===== config.mk =====
export PLATFORM = sky130hd
export DESIGN_NAME = frame_rd_streamer_flat
export DESIGN_NICKNAME = d
export VERILOG_FILES = /design/src/rtl/frame_rd_streamer_if.sv /design/src/rtl/frame_rd_streamer.sv /design/src/flat_wrapper.sv
export SDC_FILE = /design/constraint.sdc
export NUM_CORES = 1
export LEC_CHECK = 0
export ABC_AREA = 0
export CORE_AREA = 2 2 147 149
export CTS_BUF_LIST = sky130_fd_sc_hd__clkbuf_8
export DETAILED_ROUTE_END_ITERATION = 12
export DIE_AREA = 0 0 149 151
export SYNTH_ARGS = -nofsm -noshare
export SYNTH_HDL_FRONTEND = slang
export SYNTH_SLANG_ARGS = --single-unit

===== constraint.sdc =====
create_clock -name rd_clk -period 9.74 [get_ports rd_clk]
set_clock_uncertainty 0.15 [all_clocks]
set_input_delay 1.948 -clock rd_clk [delete_from_list [all_inputs] [get_ports rd_clk]]
set_output_delay 1.948 -clock rd_clk [all_outputs]
set_load 0.005 [all_outputs]

===== src/rtl/frame_rd_streamer_if.sv =====
// Valid/ready packet stream carrying frame words toward the UDP transmit path.
interface frame_rd_streamer_if #(
    parameter int unsigned DATA_WD = 16
);
    logic [DATA_WD-1:0] tdata;
    logic               tvalid;
    logic               tready;
    logic               tlast;
    logic               tuser;

    modport master (output tdata, tvalid, tlast, tuser, input tready);
    modport slave  (input tdata, tvalid, tlast, tuser, output tready);
endinterface


===== src/rtl/frame_rd_streamer.sv =====
// Streams one frame from the DDR3 user read port into fixed-length packets,
// with a registered skid FIFO covering the 2-cycle read latency.
module frame_rd_streamer #(
    parameter int unsigned DATA_WD     = 16,
    parameter int unsigned FRAME_WORDS = 518400,
    parameter int unsigned PKT_WORDS   = 512,
    parameter int unsigned LOAD_CYC    = 8,
    parameter int unsigned SKID_DEPTH  = 8
) (
    input  logic                rd_clk,
    input  logic                rst_n,
    input  logic                frame_start,
    output logic                frame_busy,
    output logic                frame_done,
    output logic                start_drop,
    output logic                rd_load,
    output logic                rd_en,
    input  logic                rd_rdy,
    input  logic [DATA_WD-1:0]  rd_data,
    input  logic                rd_valid,
    frame_rd_streamer_if.master m
);
    localparam int unsigned CW = $clog2(FRAME_WORDS + 1);
    localparam int unsigned PW = $clog2(PKT_WORDS);
    localparam int unsigned LW = $clog2(LOAD_CYC);
    localparam int unsigned AW = $clog2(SKID_DEPTH);
    localparam int unsigned OW = $clog2(SKID_DEPTH + 1);
    localparam int unsigned EW = DATA_WD + 2;

    localparam logic [CW-1:0] FrameWords = CW'(FRAME_WORDS);
    localparam logic [CW-1:0] FrameLast  = CW'(FRAME_WORDS - 1);
    localparam logic [PW-1:0] PktLast    = PW'(PKT_WORDS - 1);
    localparam logic [LW-1:0] PhaseLast  = LW'(LOAD_CYC - 1);
    localparam logic [OW-1:0] SkidFull   = OW'(SKID_DEPTH);

    typedef enum logic [2:0] {StIdle, StLoad, StSettle, StRead, StDrain} state_e;

    state_e        state_q, state_d;
    logic [LW-1:0] phase_q;
    logic [CW-1:0] issued_q, recv_q;
    logic [PW-1:0] pkt_q;
    logic [1:0]    inflight_q;
    logic [EW-1:0] mem_q [SKID_DEPTH];
    logic [AW-1:0] wr_ptr_q, rd_ptr_q;
    logic [OW-1:0] occ_q;
    logic          start_drop_q;

    logic          phase_end, accept, ret, full, pop, push;
    logic          word_first, word_last, room, drained, out_valid;
    logic [EW-1:0] head;

    always_comb begin
        phase_end  = (phase_q == PhaseLast);
        // Returns still in flight when a reset hit belong to no frame.
        accept     = rd_valid && (state_q == StRead || state_q == StDrain);
        ret        = rd_valid && (inflight_q != 2'd0);
        out_valid  = (occ_q != '0);
        full       = (occ_q == SkidFull);
        pop        = out_valid && m.tready;
        push       = accept && (!full || pop);
        word_first = (recv_q == '0);
        word_last  = (pkt_q == PktLast) || (recv_q == FrameLast);
        room       = (32'(occ_q) + 32'(inflight_q) + 32'd1) <= SKID_DEPTH;
        drained    = (recv_q == FrameWords) && (occ_q == '0);
        head       = mem_q[rd_ptr_q];
    end

    always_ff @(posedge rd_clk or negedge rst_n) begin
        if (!rst_n) state_q <= StIdle;
        else        state_q <= state_d;
    end

    always_comb begin
        state_d = state_q;
        unique case (state_q)
            StIdle:   if (frame_start) state_d = StLoad;
            StLoad:   if (phase_end) state_d = StSettle;
            StSettle: if (phase_end) state_d = StRead;
            StRead:   if (issued_q == FrameWords) state_d = StDrain;
            StDrain:  if (drained) state_d = StIdle;
            default:  state_d = StIdle;
        endcase
    end

    always_comb begin
        rd_load    = 1'b0;
        rd_en      = 1'b0;
        frame_done = 1'b0;
        frame_busy = (state_q != StIdle);
        unique case (state_q)
            StLoad:  rd_load = 1'b1;
            StRead:  rd_en = rd_rdy && (issued_q < FrameWords) && room;
            StDrain: frame_done = drained;
            default: ;
        endcase
        start_drop = start_drop_q;
        m.tvalid   = out_valid;
        m.tdata    = out_valid ? head[EW-1:2] : '0;
        m.tlast    = out_valid && head[1];
        m.tuser    = out_valid && head[0];
    end

    always_ff @(posedge rd_clk or negedge rst_n) begin
        if (!rst_n) begin
            phase_q      <= '0;
            issued_q     <= '0;
            recv_q       <= '0;
            pkt_q        <= '0;
            inflight_q   <= '0;
            start_drop_q <= 1'b0;
        end else begin
            phase_q <= ((state_q == StLoad || state_q == StSettle) && !phase_end) ?
                       phase_q + LW'(1) : '0;
            if ((frame_start && state_q != StIdle) || (accept && !push)) start_drop_q <= 1'b1;
            if (state_q == StIdle && frame_start) begin
                issued_q   <= '0;
                recv_q     <= '0;
                pkt_q      <= '0;
                inflight_q <= '0;
            end else begin
                if (rd_en) issued_q <= issued_q + CW'(1);
                inflight_q <= inflight_q + {1'b0, rd_en} - {1'b0, ret};
                if (accept) begin
                    recv_q <= recv_q + CW'(1);
                    pkt_q  <= word_last ? '0 : pkt_q + PW'(1);
                end
            end
        end
    end

    always_ff @(posedge rd_clk) begin
        if (push) mem_q[wr_ptr_q] <= {rd_data, word_last, word_first};
    end

    always_ff @(posedge rd_clk or negedge rst_n) begin
        if (!rst_n) begin
            wr_ptr_q <= '0;
            rd_ptr_q <= '0;
            occ_q    <= '0;
        end else begin
            if (push) wr_ptr_q <= wr_ptr_q + AW'(1);
            if (pop)  rd_ptr_q <= rd_ptr_q + AW'(1);
            occ_q <= occ_q + OW'(push) - OW'(pop);
        end
    end
endmodule


===== src/flat_wrapper.sv =====
// flat-port wrapper written by rule: the top's interface ports become plain ports
module frame_rd_streamer_flat 
#(
    parameter int unsigned DATA_WD     = 16,
    parameter int unsigned FRAME_WORDS = 518400,
    parameter int unsigned PKT_WORDS   = 512,
    parameter int unsigned LOAD_CYC    = 8,
    parameter int unsigned SKID_DEPTH  = 8
)
  (rd_clk, rst_n, frame_start, frame_busy, frame_done, start_drop, rd_load, rd_en, rd_rdy, rd_data, rd_valid, m_tdata, m_tvalid, m_tlast, m_tuser, m_tready);
  frame_rd_streamer_if #(.DATA_WD(DATA_WD)) m_i ();
  input  logic rd_clk;
  input  logic rst_n;
  input  logic frame_start;
  output logic frame_busy;
  output logic frame_done;
  output logic start_drop;
  output logic rd_load;
  output logic rd_en;
  input  logic rd_rdy;
  input  logic [DATA_WD-1:0] rd_data;
  input  logic rd_valid;
  output wire logic [$bits(m_i.tdata)-1:0] m_tdata;
  output wire logic [$bits(m_i.tvalid)-1:0] m_tvalid;
  output wire logic [$bits(m_i.tlast)-1:0] m_tlast;
  output wire logic [$bits(m_i.tuser)-1:0] m_tuser;
  input wire logic [$bits(m_i.tready)-1:0] m_tready;
  assign m_tdata = m_i.tdata;
  assign m_tvalid = m_i.tvalid;
  assign m_tlast = m_i.tlast;
  assign m_tuser = m_i.tuser;
  assign m_i.tready = m_tready;
  frame_rd_streamer #(.DATA_WD(DATA_WD), .FRAME_WORDS(FRAME_WORDS), .PKT_WORDS(PKT_WORDS), .LOAD_CYC(LOAD_CYC), .SKID_DEPTH(SKID_DEPTH)) u_core (.rd_clk(rd_clk), .rst_n(rst_n), .frame_start(frame_start), .frame_busy(frame_busy), .frame_done(frame_done), .start_drop(start_drop), .rd_load(rd_load), .rd_en(rd_en), .rd_rdy(rd_rdy), .rd_data(rd_data), .rd_valid(rd_valid), .m(m_i));
endmodule

==> impl_metrics.yaml, run 1 <==
pwr:
  netSwitchingPower_mw: 0.847
  p_int_mw: 1.90
  seq_power_share_pct: 42.7
  power_density_nw_per_um2: 257
  p_leak_nw: 4.02
  peakVddDrop_uv: 118
  combPwrFrac_pct: 30.8
  p_clk_share_pct: 26.5
  p_sw_share_pct: 30.8
timing:
  worst_slack_ns: 3.71
  hold_viol: 0
  slew_headroom_pct: 25.7
  tightest_slew_ns: 1.11
  fin_setup_tns_ns: 0
  drv_slew: 0
  finalCritPeriodShare_pct: 61.9
  setup_viol: 0
  rsz0062_at_grt: "false"
  max_freq_mhz: 166
  period_minus_slack_ns: 6.03
  whs_ns: 0.302
global_routing:
  grt_pass1_wl_um: 29000
  gr-usage-all-layers_pct: 16.7
  grt_overflow: 0
  grt_pass1_vias: 5591
  antenna_found_initial: 0
  grt_max_degree: 67
layout:
  area_delta_synth_final_pct: 15.5
  fillCellCount: 1782
  final_cell_mix: "edfxtp_1 (144), dfrtp_1 (65), nor2_1 (57)"
  multi_input_area_um2: 3070
  layout.nets: 748
  seqCellArea_um2: 5980
  instances_no_fill: 1002
  n_antenna_cell: 0
  drive_gt1_share_pct: 15.8
  layout_commonest_cell: "edfxtp_1"
die:
  die_y_um: 151
  die-area_um2: 22500
  initial_core_util_pct: 44.4
  coreArea_um2: 20800
  die_w_um: 149
  rows: 53
  io_pins: 46
min_path:
  hold_path_class: "register to register"
clock_tree:
  cts_setup_buffers: 0
  cts_resized: 0
  cts-root-buf: "clkbuf_8"
  cts.sinks: 210
  cts_buffer_depth: 3
  clk_latency_ns: 0.52
  cts.reportedPaths.clkPinSlew_ns: 0.06
  cts_tree: "built"
  ctsHtreeMaxLevel: 2
  numCtsBuffers: 36
  ctsHoldBuffers: 0
critical_path:
  path_max_fanout: 15
  cp-end-kind: "primary output"
  cp-start-kind: "input pin"
  worstPathArrival_ns: 3.93
  crit_required_ns: 7.64
  crit_type: "input pin to primary output"
yosys:
  muxShareOfSynthArea_pct: 11.2
  synth-async-reset-ratio_pct: 31.4
  synthAdderAreaFrac_pct: 3.27
  ys_seq_area_share_pct: 64.6
  synth_top_area_share_pct: 46.8
  synthSimpleGateAreaFrac_pct: 11.6
  synth_ff_type: "edfxtp_1"
  synth_cell_type_count: 62
  synth_compound_area_share_pct: 4.03
  yosysTopAreaCell: "edfxtp_1"
  synthCells: 636
  yosysWarnings: 0
  syn_area_per_cell_um2: 14.5
  syn_area_um2: 9250
  synth_nets: 681
  ys_ff_latch: 210
  synth_area_leaders: "edfxtp_1 (47%), dfrtp_1 (18%), mux4_2 (8.8%)"
  synth_edf_count: 144
  synth_top_family_by_area: "simple AND/OR/NAND/NOR gates"
  synth_xor_area_share_pct: 2.75
detailed_routing:
  drt_iter0_markers: 394
  post_drt_wl_per_cell_um: 18.2
  drcViolationCount: 0
  ant_nets: 0
  vias_per_cell: 5.43
  firstDrtPassIters: 4
  drt_wl_total_um: 18200
  vias: 5445
placed_design:
  dp_cells: 940
  dp_slack_ns: 3.71
  hpwl_um: 11000
  gp_congestion: 0.786
  io_buffers: 45
run_status:
  status: "finished, final reports clean"
flow_run:
  cap_viol_max_count: 0
[registers in the layout, summed over array words and instances, names as in the netlist]
register           flops
u_core.inflight_q      2
u_core.issued_q       19
u_core.mem_q         144
u_core.occ_q           4
u_core.phase_q         3
u_core.pkt_q           9
u_core.rd_ptr_q        3
u_core.recv_q         19
u_core.start_drop      1
u_core.state_q         3
u_core.wr_ptr_q        3
[power by group through the flow]
stage | clock network (mW) | logic, mW | registers [mW]
3_3_place_gp | 0 | 0.841 | 1.18
5_1_grt | 0.790 | 0.940 | 1.19
2_1_floorplan | 0 | 0.590 | 1.14
3_5_place_dp | 0 | 0.864 | 1.19
6_report | 0.728 | 0.847 | 1.17
4_1_cts | 0.756 | 0.866 | 1.17
[stage by stage]
stage	cell area (µm²)	utilization [%]	power (mW)
floorplan	9250	-	1.73
global placement	10000	48.1	2.02
detailed placement	10000	48.1	2.06
CTS	10700	51.3	2.80
global route	10700	51.3	2.92
finish	10700	51.3	2.75
[path summary, 6_finish.rpt]
check                                   from            endpoint  slack, ns  cells after the start
max                                   rd_rdy               rd_en       3.71                      5
min                        u_core.phase_q[0]   u_core.phase_q[0]       0.30                      1
max in group asynchronous              rst_n  u_core.rd_ptr_q[0]       7.38                      2
min reg2reg                u_core.phase_q[0]   u_core.phase_q[0]       0.30                      1
min in group asynchronous              rst_n  u_core.issued_q[1]       1.46                      2
max reg2reg                u_core.state_q[2]  u_core.mem_q[6][4]       6.22                      7
[synth_stat cells (3+ instances only)]
cell        n
o31ai_1     6
and4_1      3
or3_1       6
or2_2       3
and3_1      8
nand3_1    22
xor2_1     12
nor4_1     10
mux2i_1    21
nor3_1     12
and2_1      6
mux4_2     36
nand2_1    39
nor4b_1     4
xnor2_1    17
buf_2       4
edfxtp_1  144
nor3b_1     4
nand4_1    13
clkbuf_1   16
dfrtp_1    66
nand4b_1    3
or4_1       5
nor2_1     58
o21ai_0    10
a21oi_1    20
inv_1      22
ha_1       21
[area by class of cell]
cell class	count	area share, %
Clock buffer	41	5.28
Clock inverter	21	0.890
Inverter	23	0.808
Multi-Input combinational cell	374	28.8
Sequential cell	210	56.0
Tap cell	275	3.22
Timing Repair Buffer	58	5.08
[critical path, stage by stage]
cell and delay [ns]:
clkdlybuf4s50_1 0.48, nand3_1 0.15, or3_1 0.59, inv_2 0.23, clkdlybuf4s50_1 0.53
[cells by family (layout without fill, tap and decap cells)]
group	after synthesis	count (layout)
compound gates	57	57
xor+xnor	29	29
fa+ha+maj	23	23
buf+inv	52	143
flops	210	210
mux	58	58
simple gates	207	207
[routing by layer]
| layer | part of all wire [%] | vias to the layer above | GRT usage, % | wire [µm] |
|---|---|---|---|---|
| met1 | 43 | 2727 | 21.1 | 7760 |
| met2 | 51 | 139 | 29.0 | 9220 |
| li1 | - | 2545 | - | - |
| met4 | 1.9 | 0 | 5.29 | 350 |
| met5 | 0 | - | 0 | 0 |
| met3 | 5.1 | 34 | 3.61 | 925 |
No activity file was read; power rests on OpenSTA's default activity.
==> inputs of run 2 (changes only) <==
- clock period: 9.74 -> 5.7 ns (I/O delays scaled with it)
==> run 2 against run 1 <==
  * Combinational power is 63% higher
  * Power is 71% higher
  * Highest routed layer unchanged
  * Core utilization hardly changed
  * Sequential share of layout area hardly changed
  * Clock power is 70% higher
  * Flip-flop and latch count stayed put
  * Wire length is 0.99% lower
  * Global-route usage is 0.064 points higher
  * Design area hardly changed
  * Count of clock-buffer cells in the layout is 2 lower
  * Largest power group unchanged
==> impl_metrics.yaml, run 2 (same netlist as run 1, synthesis figures left out) <==
detailed_routing:
  post_drt_wl_per_cell_um: 18.1
  drt_wl_total_um: 18100
  drt_iter0_markers: 207
  drcViolationCount: 0
  firstDrtPassIters: 4
  vias: 5473
  ant_nets: 0
  vias_per_cell: 5.47
placed_design:
  dp_slack_ns: 1.27
  dp_cells: 941
  io_buffers: 45
  hpwl_um: 11300
  gp_congestion: 0.782
  place_area_um2: 10000
global_routing:
  grt_overflow: 0
  grt_max_degree: 67
  gr-usage-all-layers_pct: 16.8
  grt_pass1_wl_um: 29500
  antenna_found_initial: 0
  grt_pass1_vias: 5600
layout:
  layout_commonest_cell: "edfxtp_1"
  stdcell_area_um2: 10700
  layout.nets: 748
  area_delta_synth_final_pct: 15.5
  seqCellArea_um2: 5980
  reg_top3: "u_core.mem_q (144), u_core.issued_q (19), u_core.recv_q (19)"
  final_core_util_pct: 51.3
  multi_input_area_um2: 3070
  fillCellCount: 1789
  largest_reg_flops: 144
  drive_gt1_share_pct: 16.0
  top_register: "u_core.mem_q"
  final_cell_mix: "edfxtp_1 (144), dfrtp_1 (65), nor2_1 (57)"
  n_antenna_cell: 0
  instances_no_fill: 1001
pwr:
  combPwrFrac_pct: 29.3
  power_density_nw_per_um2: 439
  netSwitchingPower_mw: 1.43
  p_clk_share_pct: 26.4
  seq_power_share_pct: 44.3
  p_leak_nw: 3.99
  p_sw_share_pct: 30.5
  p_int_mw: 3.26
  total_power_mw: 4.69
  peakVddDrop_uv: 198
timing:
  fin_setup_tns_ns: 0
  rsz0062_at_grt: "false"
  drv_slew: 0
  period_minus_slack_ns: 4.47
  max_freq_mhz: 224
  setup_viol: 0
  worst_slack_ns: 1.23
  hold_viol: 0
  tightest_slew_ns: 0.984
  slew_headroom_pct: 33.8
  whs_ns: 0.294
  finalCritPeriodShare_pct: 78.4
critical_path:
  cp-end-kind: "primary output"
  crit_type: "register to primary output"
  cp-start-kind: "register"
  worstPathArrival_ns: 3.18
  crit_required_ns: 4.41
  path_max_fanout: 15
die:
  die_w_um: 149
  rows: 53
  die-area_um2: 22500
  initial_core_util_pct: 44.4
  coreArea_um2: 20800
  io_pins: 46
  die_y_um: 151
clock_tree:
  cts.reportedPaths.clkPinSlew_ns: 0.06
  cts_resized: 0
  ctsHoldBuffers: 0
  cts_tree: "built"
  cts_setup_buffers: 0
  numCtsBuffers: 35
  cts_buffer_depth: 3
  cts-root-buf: "clkbuf_8"
  cts.sinks: 210
  ctsHtreeMaxLevel: 2
  clk_latency_ns: 0.51
flow_run:
  cap_viol_max_count: 0
min_path:
  hold_path_class: "register to register"
run_status:
  status: "finished, final reports clean"
[run 2: cell types whose count changed in the layout (fill, tap and decap cells not counted)]
cell | before | now
inv_1 | 40 | 30
clkinv_1 | 0 | 8
clkbuf_8 | 41 | 39
clkinv_2 | 0 | 2
buf_4 | 13 | 14
bufinv_16 | 0 | 1
inv_8 | 1 | 0
[run 2: layout make-up]
| type | count | share of cell area [%] |
|---|---|---|
| clock buffer | 39 | 5.02 |
| sequential | 210 | 55.9 |
| inverter | 23 | 0.808 |
| tap | 275 | 3.22 |
| clock inverter | 21 | 1.09 |
| timing repair buffer | 59 | 5.15 |
| multi-input combinational | 374 | 28.8 |
[run 2: path summary, 6_finish.rpt]
kind / start / endpoint / slack [ns] / depth (start not counted)
setup / recovery: u_core.occ_q[0] / rd_en / 1.23 / 7
hold / removal: u_core.phase_q[0] / u_core.phase_q[0] / 0.29 / 1
setup reg to reg: u_core.state_q[2] / u_core.mem_q[6][17] / 2.18 / 7
hold reg to reg: u_core.phase_q[0] / u_core.phase_q[0] / 0.29 / 1
max in group asynchronous: rst_n / u_core.rd_ptr_q[0] / 4.13 / 2
min in group asynchronous: rst_n / u_core.issued_q[1] / 0.65 / 2
[run 2: worst max-delay path, stage by stage, from the launching register on]
cell and delay (ns):
dfrtp_1 0.40, ha_1 0.25, fa_1 0.42, nand2_1 0.08
nand3_1 0.15, or3_1 0.59, inv_2 0.24, clkdlybuf4s50_1 0.53
[run 2: power groups by stage]
stage                     registers (mW)  logic, mW  clock network (mW)
after global placement              2.10       1.37                   0
after detailed placement            2.12       1.39                   0
after floorplan                     1.96       1.01                   0
final                               2.08       1.38                1.24
after CTS                           2.09       1.40                1.28
after global routing                2.12       1.53                1.34
[run 2: routing by layer]
layer / up-vias / global-route usage (%) / part of all wire [%]
li1: 2550 / - / -
met1: 2776 / 22.0 / 43
met2: 120 / 28.5 / 50
met3: 27 / 3.73 / 5.3
met4: 0 / 4.52 / 1.4
met5: - / 0 / 0
